--- config.mk ---
export PLATFORM = sky130hd
export DESIGN_NAME = aes128_key_scheduler
export DESIGN_NICKNAME = d
export VERILOG_FILES = /design/src/rtl/aes128_key_scheduler.sv
export SDC_FILE = /design/constraint.sdc
export NUM_CORES = 2
export LEC_CHECK = 0
export CELL_PAD_IN_SITES_DETAIL_PLACEMENT = 1
export CELL_PAD_IN_SITES_GLOBAL_PLACEMENT = 2
export CORE_MARGIN = 4
export CORE_UTILIZATION = 36
export CTS_BUF_LIST = sky130_fd_sc_hd__clkbuf_8 sky130_fd_sc_hd__clkbuf_16
export DETAILED_ROUTE_END_ITERATION = 8
export GPL_ROUTABILITY_DRIVEN = 0
export PLACE_DENSITY_LB_ADDON = 0.1
export SYNTH_ARGS = -nofsm -noshare
export SYNTH_HDL_FRONTEND = slang
export SYNTH_HIERARCHICAL = 1
export SYNTH_SLANG_ARGS = --single-unit
--- constraint.sdc ---
create_clock -name clk -period 8.65 [get_ports clk]
set_input_delay 1.2975 -clock clk [delete_from_list [all_inputs] [get_ports clk]]
set_output_delay 1.2975 -clock clk [all_outputs]
set_load 0.02 [all_outputs]
--- src/rtl/aes128_key_scheduler.sv ---
// Iterative AES-128 key expansion: one round key per clock into an 11-entry buffer,
// with a registered random-access read port that serves rounds as soon as they exist.

module aes_sbox (
    input  logic [7:0] in_byte,
    output logic [7:0] out_byte
);
    localparam logic [0:255][7:0] SBOX = {
        128'h637c777bf26b6fc53001672bfed7ab76,
        128'hca82c97dfa5947f0add4a2af9ca472c0,
        128'hb7fd9326363ff7cc34a5e5f171d83115,
        128'h04c723c31896059a071280e2eb27b275,
        128'h09832c1a1b6e5aa0523bd6b329e32f84,
        128'h53d100ed20fcb15b6acbbe394a4c58cf,
        128'hd0efaafb434d338545f9027f503c9fa8,
        128'h51a3408f929d38f5bcb6da2110fff3d2,
        128'hcd0c13ec5f974417c4a77e3d645d1973,
        128'h60814fdc222a908846eeb814de5e0bdb,
        128'he0323a0a4906245cc2d3ac629195e479,
        128'he7c8376d8dd54ea96c56f4ea657aae08,
        128'hba78252e1ca6b4c6e8dd741f4bbd8b8a,
        128'h703eb5664803f60e613557b986c11d9e,
        128'he1f8981169d98e949b1e87e9ce5528df,
        128'h8ca1890dbfe6426841992d0fb054bb16
    };

    assign out_byte = SBOX[in_byte];
endmodule

module aes128_key_scheduler #(
    parameter int NR = 10,
    parameter int KW = 128
) (
    input  logic          clk,
    input  logic          rst_n,
    input  logic [KW-1:0] key_in,
    input  logic          key_load,
    input  logic          rd_req,
    input  logic [3:0]    rd_idx,
    output logic [KW-1:0] rd_key,
    output logic          rd_valid,
    output logic          rd_miss,
    output logic          busy,
    output logic          key_ready,
    output logic [3:0]    rounds_avail
);
    typedef enum logic [1:0] {IDLE, EXPAND, READY} state_t;

    state_t        state;
    state_t        state_next;
    logic [3:0]    rc;
    logic [KW-1:0] rk [0:NR];

    logic [3:0]    prev_idx;
    logic [KW-1:0] prev_key;
    logic [31:0]   w0, w1, w2, w3;
    logic [31:0]   rot_word, sub_word, t;
    logic [31:0]   n0, n1, n2, n3;
    logic [7:0]    rcon;
    logic          expand_en;
    logic          last_round;
    logic          rd_hit;

    function automatic logic [7:0] rcon_of(input logic [3:0] r);
        case (r)
            4'd1:    rcon_of = 8'h01;
            4'd2:    rcon_of = 8'h02;
            4'd3:    rcon_of = 8'h04;
            4'd4:    rcon_of = 8'h08;
            4'd5:    rcon_of = 8'h10;
            4'd6:    rcon_of = 8'h20;
            4'd7:    rcon_of = 8'h40;
            4'd8:    rcon_of = 8'h80;
            4'd9:    rcon_of = 8'h1b;
            4'd10:   rcon_of = 8'h36;
            default: rcon_of = 8'h00;
        endcase
    endfunction

    // rc is 0 only in IDLE, where the expansion result is unused; clamp to keep the index legal
    assign prev_idx = (rc == 4'd0) ? 4'd0 : rc - 4'd1;
    assign prev_key = rk[prev_idx];
    assign {w0, w1, w2, w3} = prev_key;
    assign rot_word = {w3[23:0], w3[31:24]};
    assign rcon     = rcon_of(rc);

    for (genvar i = 0; i < 4; i++) begin : g_subword
        aes_sbox u_sbox (
            .in_byte  (rot_word[8*i +: 8]),
            .out_byte (sub_word[8*i +: 8])
        );
    end

    assign t  = sub_word ^ {rcon, 24'h000000};
    assign n0 = w0 ^ t;
    assign n1 = w1 ^ n0;
    assign n2 = w2 ^ n1;
    assign n3 = w3 ^ n2;

    assign expand_en  = (state == EXPAND) && !key_load;
    assign last_round = (rc == 4'(NR));
    assign busy       = (state == EXPAND);
    assign key_ready  = (state == READY);

    always_ff @(posedge clk or negedge rst_n) begin
        if (!rst_n) begin
            state <= IDLE;
        end else begin
            state <= state_next;
        end
    end

    // A load restarts expansion from any state; otherwise EXPAND runs until round NR is written
    always_comb begin
        state_next = state;
        if (key_load) begin
            state_next = EXPAND;
        end else begin
            case (state)
                EXPAND:  if (last_round) state_next = READY;
                default: state_next = state;
            endcase
        end
    end

    always_ff @(posedge clk or negedge rst_n) begin
        if (!rst_n) begin
            rc           <= 4'd0;
            rounds_avail <= 4'd0;
            for (int i = 0; i <= NR; i++) begin
                rk[i] <= '0;
            end
        end else if (key_load) begin
            rk[0]        <= key_in;
            rc           <= 4'd1;
            rounds_avail <= 4'd1;
        end else if (expand_en) begin
            rk[rc]       <= {n0, n1, n2, n3};
            rounds_avail <= rc + 4'd1;
            if (!last_round) begin
                rc <= rc + 4'd1;
            end
        end
    end

    // Reads compare against the pre-edge count, so the round being written this cycle misses
    assign rd_hit = rd_req && !key_load && (rd_idx < rounds_avail);

    always_ff @(posedge clk or negedge rst_n) begin
        if (!rst_n) begin
            rd_key   <= '0;
            rd_valid <= 1'b0;
            rd_miss  <= 1'b0;
        end else begin
            rd_valid <= rd_hit;
            rd_miss  <= rd_req && !rd_hit;
            if (rd_hit) begin
                rd_key <= rk[rd_idx];
            end
        end
    end
endmodule

==> metrics.yaml <==
synth:
  synth_flop_cell: "dfrtp_1"
  synth_fa_ha_area_share_pct: 0.880
  synth_top_cells_by_count: "nand2_1 (1876), o21ai_0 (1550), dfrtp_1 (1548)"
  synth_edf_count: 0
  synthesis.nets: 10985
  synth_cell_type_count: 87
  ys_warn_count: 6
  ys_seq_area_share_pct: 41.3
  synth_compound_area_share_pct: 24.7
  synth_most_common_cell: "nand2_1"
  synth_top_cell_by_area: "dfrtp_1"
  synth_top_area_share_pct: 41.3
  netlist_top_cells_area: "dfrtp_1 (41%), o21ai_0 (8.3%), nand2_1 (7.5%)"
  synth_cells: 10783
  synth-xor-area-share_pct: 1.47
  ys_ff_latch: 1548
  syn_area_um2: 93800
  synth_top_family_by_area: "compound AO/OA/AOI/OAI gates"
  async_flop_share_pct: 100
  avgSynthCellArea_um2: 8.70
  muxShareOfSynthArea_pct: 11.6
  synth-simple-area-share_pct: 14.5
critical_path:
  cp.required_ps: 9300
  slowest_stage: "o21ai_4"
  startpoint_type: "register"
  crit_fanout: 30
  cp_num_buf_inv: 6
  critPathMostFrequentCell: "buf_4"
  cp.arrival_ps: 9280
  setup.worst_path.class: "register to register"
  cpLargestDelayFamily: "XOR/XNOR gates"
  crit_chain: "inv_1 > ha_4 > nor3b_4 > nor2_4 > buf_4 > buf_4 > o221ai_1 > o21ai_4 > inv_1 > buf_4 > nor3_1 > a2111oi_0 > buf_4 > a221o_1 > nand3_1 > nand3_1 > xnor2_1 > xnor2_1 > xnor2_2 > xor2_2 > o221ai_1"
  cpPeakStageDelay_ps: 840
  end_kind: "register"
floorplan:
  die_w_um: 519
  rows: 187
  core_um2: 259000
  initial_core_util_pct: 36.2
  die_y_um: 519
  die_area_um2: 269000
  io_pins: 272
clocking:
  cts_hold_buf: 0
  clock_sink_count: 1548
  ctsHtreeMaxLevel: 4
  clk_pin_slew_ps: 60
  cts_tree: "done"
  clock_latency_ps: 870
  clockRootBuffer: "clkbuf_16"
  clk_path_buf_depth: 3
  cts_setup_buffers: 0
  cts_made_buffers: 187
route:
  remaining_drc_errors: 0
  drt_iter0_drc: 9276
  wirelength_um: 468000
  wl_per_cell_um: 33.4
  via_per_inst: 6.42
  drtAntennaViolNets: 0
  dr_total_vias: 90121
  first_pass_iters: 6
final_layout:
  multiInputGateArea_um2: 50500
  drive_above_1_share_pct: 12.2
  register_area_um2: 38700
  nets: 10671
  syn_to_final_growth_pct: 13.9
  fill_cells: 29555
placed_design:
  dp_hpwl_um: 288000
  io_buffers: 271
sta:
  slew_headroom_pct: 4.57
  slew_violations: 0
  clock_skew_ps: 65.9
  tightest_slew_ps: 1430
  finalHoldViolations: 0
  post-route-period-util_pct: 99.8
  tns_ps: 0
  max_freq_mhz: 116
  min_period_ps: 8630
  setup_viol: 0
run:
  cap_viol_max_count: 0
global_route:
  grt_pass1_vias: 91762
  grt_max_degree: 167
  grt-ovfl-total: 0
  antenna_found_initial: 14
  grt_pass1_wl_um: 679000
  grtUsageTotal_pct: 33.9
outcome:
  outcome: "complete, no violations"
min_path:
  hold_class: "primary input to async pin"
[stage by stage]
stage                     hold WS (ps)  cell area (um2)  utilization [%]  cells  setup WS [ps]
after floorplan                    459            93800                -  10783            417
after global placement             474           100000             38.5  13681          -76.6
after detailed placement           485           100000             38.6  13682           -144
after CTS                          397           107000             41.1  14028           29.7
after global routing               423           107000             41.2  14030          -2.42
final                              414           107000             41.2  14040           18.4
[registers in the layout, indices dropped and copies added, names as in the netlist]
signal,cells
rd_key,128
rc,4
state,2
rk,1408
rd_miss,1
rd_valid,1
rounds_avail,4
[final timing paths]
| check | startpoint | end | slack (ps) | cells past startpoint |
|---|---|---|---|---|
| worst max-delay path | rc[1] | rk[1286] | 20 | 21 |
| worst min-delay path | rst_n | rk[228] | 410 | 1 |
| worst max register to register | rc[1] | rk[1286] | 20 | 21 |
| worst min register to register | rk[1129] | rk[1129] | 490 | 2 |
| max in group asynchronous | rst_n | rd_key[117] | 6110 | 3 |
| min in group clk | rk[1129] | rk[1129] | 490 | 2 |
[cells by family after synthesis]
logic type	count (synthesis)
DFF	1548
buffers and inverters	1246
and+or+nand+nor	3244
adders and majority gates	66
xor gates and xnor gates	142
AOI/OAI and AO/OA	3818
muxes	719
[placed cells by master, fill, tap and decap left out, types with 147 or more instances in the layout]
| master | n |
|---|---|
| nand2_1 | 1862 |
| dfrtp_1 | 1547 |
| o21ai_0 | 1536 |
| a21oi_1 | 854 |
| nor2_1 | 697 |
| buf_4 | 360 |
| mux2i_1 | 291 |
| mux4_2 | 280 |
| clkdlybuf4s50_1 | 265 |
| a211oi_1 | 229 |
| clkbuf_16 | 190 |
| o22ai_1 | 155 |
| nand3_1 | 153 |
| mux2_2 | 147 |
[metal layers]
layer  track usage, %  share of wire (%)  vias to the layer above
met5                0                  0                        -
met4             15.6                5.3                        0
met3             6.05                7.7                      996
met2             52.5                 45                     4063
met1             46.1                 42                    46601
li1                 -                  -                    38461
[timing repair]
| item | CTS | global route |
|---|---|---|
| pin swaps | 0 | 0 |
| gates cloned | 0 | 0 |
| gates resized for setup | 2 | 12 |
| setup endpoints to repair | 22 | 99 |
[final cells by class]
cell class / instances / share of cell area, %
Multi-Input combinational cell: 7989 / 47.2
Tap cell: 3402 / 3.98
Timing Repair Buffer: 679 / 6.00
Sequential cell: 1548 / 36.3
Clock buffer: 233 / 5.00
Antenna cell: 12 / 0.0281
Clock inverter: 113 / 1.27
Inverter: 64 / 0.231
Power is not shown: default switching activity piles up to over one toggle a cycle in this logic, so the estimate is an artifact.
